===== src/rtl/disp_pkg.sv =====
// Shared constants, state encoding and frame formatter for the BCD scanning display.
// The formatter turns five BCD digits plus a sign into six display positions.
package disp_pkg;

    localparam logic [3:0] DIG_MINUS = 4'hA;
    localparam logic [3:0] DIG_BLANK = 4'hF;
    localparam int         N_POS     = 6;

    typedef enum logic [1:0] {
        EMPTY = 2'd0,
        CONV  = 2'd1,
        SHOW  = 2'd2
    } disp_state_t;

    typedef logic [N_POS-1:0][3:0] frame_t;

    localparam frame_t FRAME_BLANK = {N_POS{DIG_BLANK}};

    // Leading zeros above d0 are blanked; the minus sign floats into the
    // first blank slot above the most significant shown digit.
    function automatic frame_t format_frame(input logic [19:0] bcd, input logic neg);
        frame_t f;
        logic   nz;
        logic   placed;
        f    = FRAME_BLANK;
        f[0] = bcd[3:0];
        nz   = 1'b0;
        for (int k = 4; k >= 1; k--) begin
            nz = nz | (bcd[4*k +: 4] != 4'd0);
            if (nz) f[k] = bcd[4*k +: 4];
        end
        nz     = nz | (bcd[3:0] != 4'd0);
        placed = 1'b0;
        if (neg && nz) begin
            for (int k = 1; k < N_POS; k++) begin
                if (!placed && f[k] == DIG_BLANK) begin
                    f[k]   = DIG_MINUS;
                    placed = 1'b1;
                end
            end
        end
        return f;
    endfunction

endpackage


===== src/rtl/bin_to_bcd.sv =====
// Combinational 14-bit binary to 5-digit BCD converter (shift-and-add-3).
module bin_to_bcd (
    input  logic [13:0] in,
    output logic [19:0] bcd
);

    always_comb begin
        bcd = '0;
        for (int i = 13; i >= 0; i--) begin
            for (int k = 0; k < 5; k++) begin
                if (bcd[4*k +: 4] >= 4'd5) bcd[4*k +: 4] = bcd[4*k +: 4] + 4'd3;
            end
            bcd = {bcd[18:0], in[i]};
        end
    end

endmodule


===== src/rtl/bcd_display_scan_ctrl.sv =====
// Captures a signed value, formats it as a 6-position frame and scans a
// scrollable 4-digit window onto a common-anode digit bank.
module bcd_display_scan_ctrl
    import disp_pkg::*;
#(
    parameter int REFRESH_DIV = 100000,
    parameter int N_AN        = 4,
    parameter int MAX_OFFSET  = 2
) (
    input  logic        clk,
    input  logic        rst_n,
    input  logic        load_valid,
    output logic        load_ready,
    input  logic [13:0] value_mag,
    input  logic        value_neg,
    input  logic        scroll_left,
    input  logic        scroll_right,
    output logic [3:0]  an,
    output logic [3:0]  digit_code,
    output logic [1:0]  offset,
    output disp_state_t state_dbg
);

    localparam int CNT_W = (REFRESH_DIV > 1) ? $clog2(REFRESH_DIV) : 1;

    disp_state_t        state_q, state_d;
    logic [13:0]        mag_q;
    logic               neg_q;
    frame_t             frame_q;
    logic [1:0]         offset_q, offset_d;
    logic [1:0]         scan_idx_q;
    logic [CNT_W-1:0]   cnt_q;
    logic [3:0]         an_q;
    logic [3:0]         digit_q;
    logic [19:0]        bcd;
    logic               accept;
    logic               cnt_wrap;
    logic [2:0]         pos;

    bin_to_bcd u_bin_to_bcd (
        .in  (mag_q),
        .bcd (bcd)
    );

    // Handshake: a value transfers on a cycle where load_valid and
    // load_ready are both high; ready is low only while converting.
    always_comb begin
        load_ready = (state_q != CONV);
        accept     = load_valid && load_ready;
        state_d    = state_q;
        case (state_q)
            EMPTY:   if (accept) state_d = CONV;
            CONV:    state_d = SHOW;
            SHOW:    if (accept) state_d = CONV;
            default: state_d = EMPTY;
        endcase
    end

    always_comb begin
        offset_d = offset_q;
        if (scroll_left && !scroll_right && offset_q < 2'(MAX_OFFSET))
            offset_d = offset_q + 2'd1;
        else if (scroll_right && !scroll_left && offset_q != 2'd0)
            offset_d = offset_q - 2'd1;
    end

    assign cnt_wrap = (cnt_q == CNT_W'(REFRESH_DIV - 1));
    assign pos      = {1'b0, offset_q} + {1'b0, scan_idx_q};

    always_ff @(posedge clk) begin
        if (!rst_n) begin
            state_q    <= EMPTY;
            mag_q      <= '0;
            neg_q      <= 1'b0;
            frame_q    <= FRAME_BLANK;
            offset_q   <= '0;
            scan_idx_q <= '0;
            cnt_q      <= '0;
            an_q       <= 4'b1111;
            digit_q    <= DIG_BLANK;
        end else begin
            state_q  <= state_d;
            offset_q <= offset_d;
            if (accept) begin
                mag_q <= value_mag;
                neg_q <= value_neg;
            end
            if (state_q == CONV) frame_q <= format_frame(bcd, neg_q);
            cnt_q <= cnt_wrap ? '0 : cnt_q + CNT_W'(1);
            if (cnt_wrap) scan_idx_q <= scan_idx_q + 2'd1;
            an_q    <= ~(4'b0001 << scan_idx_q);
            digit_q <= frame_q[pos];
        end
    end

    assign an         = an_q;
    assign digit_code = digit_q;
    assign offset     = offset_q;
    assign state_dbg  = state_q;

endmodule


===== config.mk =====
export PLATFORM = sky130hd
export DESIGN_NAME = bcd_display_scan_ctrl
export DESIGN_NICKNAME = d
export VERILOG_FILES = /design/src/rtl/disp_pkg.sv /design/src/rtl/bin_to_bcd.sv /design/src/rtl/bcd_display_scan_ctrl.sv
export SDC_FILE = /design/constraint.sdc
export NUM_CORES = 1
export LEC_CHECK = 0
export BUFFER_PORTS_ARGS = -buffer_cell sky130_fd_sc_hd__buf_4
export CORE_ASPECT_RATIO = 1.2
export CORE_MARGIN = 8
export CORE_UTILIZATION = 38
export DETAILED_ROUTE_END_ITERATION = 6
export GPL_TIMING_DRIVEN = 1
export PLACE_DENSITY = 0.58
export REMOVE_ABC_BUFFERS = 1
export SLEW_MARGIN = 20
export SYNTH_ARGS = -nofsm -noshare
export SYNTH_HDL_FRONTEND = slang
export SYNTH_SLANG_ARGS = --single-unit

===== constraint.sdc =====
create_clock -name clk -period 13.9 [get_ports clk]
set_input_delay 0 -clock clk [delete_from_list [all_inputs] [get_ports clk]]
set_output_delay 0 -clock clk [all_outputs]
set_load 0.03 [all_outputs]

==> metrics.md <==
| Metric | Value |
|---|---|
| Maxcap violations | `0` |
| H-Tree Depth | `3` |
| EDFF count, synth | `0` |
| # IOs | `33` |
| HP Class | `in -> reg` |
| Area Overhead vs Synth | `11.8%` |
| Crit path required time | `14090 ps` |
| CP dominant cell by count | `ha_1` |
| Mean routed wirelength per cell | `14.9 um` |
| Non-filler cells in the finished layout | `1190` |
| Largest net degree at the start of global routing | `54` |
| Row cnt | `54` |
| Synth cell count leaders | `121 x nand2_1, 80 x nor2_1, 67 x dfxtp_1` |
| Total GRT Usage | `15.7%` |
| Die Width | `140 um` |
| Seq/Total Area, Yosys | `19.3%` |
| CTS Buf Count | `9` |
| Critical path arrival | `11880 ps` |
| DR vias/cell | `5.78` |
| Height of the chip | `164 um` |
| DP Cell Count | `1158` |
| First-pass GRT wire length | `30.6 mm` |
| Largest area contributor in the netlist | `dfxtp_1` |
| Primary FF master, synth | `dfxtp_1` |
| CTS tree | `built` |
| Clock sink count | `67` |
| Design Area, Final | `7790 um^2` |
| Root Driver | `clkbuf_16` |
| CP max FO | `11` |
| Via count | `6877` |
| Setup Buffers After CTS | `0` |
| Final worst path period share | `84.1%` |
| Diode count | `0` |
| Synth Warn # | `0` |
| RR Endpoint | `frame_q[10]` |
| Fraction of layout cells with a size suffix above 1 | `12.6%` |
| Total routed wirelength | `17.7 mm` |
| Die area | `22900 um^2` |
| FMAX | `85.6 MHz` |
| Worst Setup EP | `frame_q[10]` |
| Synth async-reset ratio | `0%` |
| # setup viols final | `0` |
| Fillers | `1853` |
| Post-synthesis register bit count | `67` |
| Initial antenna violation count | `0` |
| Starting Density | `38.5%` |
| Final antenna-violating net count | `0` |
| Min Tclk post-route | `11690 ps` |
| Crit path launch type | `flop` |
| Library cells used by synthesis | `109` |
| Clk_lat worst skew | `340 ps` |
| Avg Cell Area, Syn | `7.40 um^2` |
| Slew Limit Fails | `0` |
| CTS Buffer Depth | `2` |
| Slew headroom | `35.1%` |
| Post-CTS sizing | `0` |
| Hold Violations, Final | `0` |
| R2R depth | `50` |
| WS Path Type | `reg -> reg` |
| Total global routing overflow | `0` |
| Number of I/O port buffers | `32` |
| Post-CTS Hold Buffers | `16` |
| Clk pin slew, worst setup/hold paths | `70 ps` |
| Setup TNS Final | `0 ps` |
| Crit. Startpoint | `mag_q[12]` |
| Slowest CP cell | `nor2b_1` |
| Worst path max stage delay | `570 ps` |
| Worst R2R Start | `mag_q[12]` |
| R2r setup slk | `2210 ps` |
| Outcome | `completed` |
| Area contributors post-synth | `dfxtp_1 19%, nand2_1 6.5%, ha_1 5.9%` |
| # nets final | `1015` |
| Post-synthesis cell area | `6960 um^2` |
| RePlAce Congestion | `0.855` |
| Hpwl dp | `13.5 mm` |
| Tightest Pin Transition | `974 ps` |
| Iteration-0 DRC Markers | `321` |
| CP Capture Type | `flop` |
| Placed inst area | `7320 um^2` |
| Remaining DRCs | `0` |
| Synth top area share | `19.3%` |
| RSZ-0062 raised after global routing | `false` |
| Gate Count Post-Synth | `941` |
| Drt first pass iters | `5` |
| Count leader, synth | `nand2_1` |
| Core footprint | `18100 um^2` |
| Clock Skew | `8.58 ps` |
| Vias in the first global route | `6417` |
[critical path, delay by kind of cell, from the launching register on]
family	cells	cell delay, ps
AOI/OAI and AO/OA	15	3610
adders and majority gates	8	2030
and+or+nand+nor	19	4620
DFF	1	420
buffers and inverters	6	410
xor gates and xnor gates	2	420
[area by class of cell]
type	instances	area (um^2)	share of cell area, %
Sequential cell	67	1340	17.2
Multi-Input combinational cell	787	5270	67.7
Timing Repair Buffer	49	408	5.24
Tap cell	224	280	3.60
Clock inverter	7	83.8	1.08
Clock buffer	9	225	2.89
Inverter	47	176	2.27
[cells by family (layout without fill, tap and decap cells)]
logic type | count (synthesis) | count (layout) | synth area share [%]
simple gates | 400 | 400 | 28.4
flops | 67 | 67 | 19.3
xor+xnor | 32 | 32 | 4.24
compound gates | 292 | 292 | 31.2
fa+ha+maj | 34 | 34 | 6.22
mux | 29 | 29 | 5.57
buf+inv | 87 | 112 | 5.05
[stage by stage]
step	hold slack (ps)	util, %	setup WS (ps)
after floorplan	61.9	-	3530
after global placement	241	40.4	2630
after detailed placement	256	40.4	2260
after CTS	53.7	43.0	2220
after global routing	84.2	43.0	1110
final	62.7	43.0	2210
[layer usage]
layer / vias to the layer above / global-route usage [%] / routed length, um
met2: 127 / 28.6 / 8820
li1: 3536 / - / -
met3: 19 / 2.36 / 503
met5: - / 0 / 0
met1: 3195 / 18.6 / 8040
met4: 0 / 5.19 / 342
[state kept, by name, summed over array words and instances, names as in the netlist]
signal      count
an              4
cnt_q          17
digit_code      4
frame_q        21
mag_q          14
neg_q           1
offset          2
scan_idx_q      2
state_dbg       2
[how the worst min path moves through the flow]
| stage | from | cells past startpoint | to |
|---|---|---|---|
| floorplan | rst_n | 1 | digit_code[0] |
| global placement | load_valid | 3 | state_dbg[0] |
| CTS | scroll_left | 5 | offset[0] |
| detailed placement | load_valid | 3 | state_dbg[0] |
| global route | scroll_left | 5 | offset[0] |
| finish | scroll_left | 5 | offset[0] |
[cells in the final DEF, fill, tap and decap left out, drive strengths merged, types with 16 or more instances in the layout]
master,netlist,layout
xnor2,16,16
a21oi,54,54
ha,33,33
dlygate4sd3,0,16
a21boi,22,22
nand3,53,53
dfxtp,67,67
nor2,83,83
o21ai,54,54
xor2,16,16
buf,13,33
nand2,123,123
inv,45,48
o211ai,21,21
nor3,41,41
Power is not shown: default switching activity piles up to over one toggle a cycle in this logic, so the estimate is an artifact.
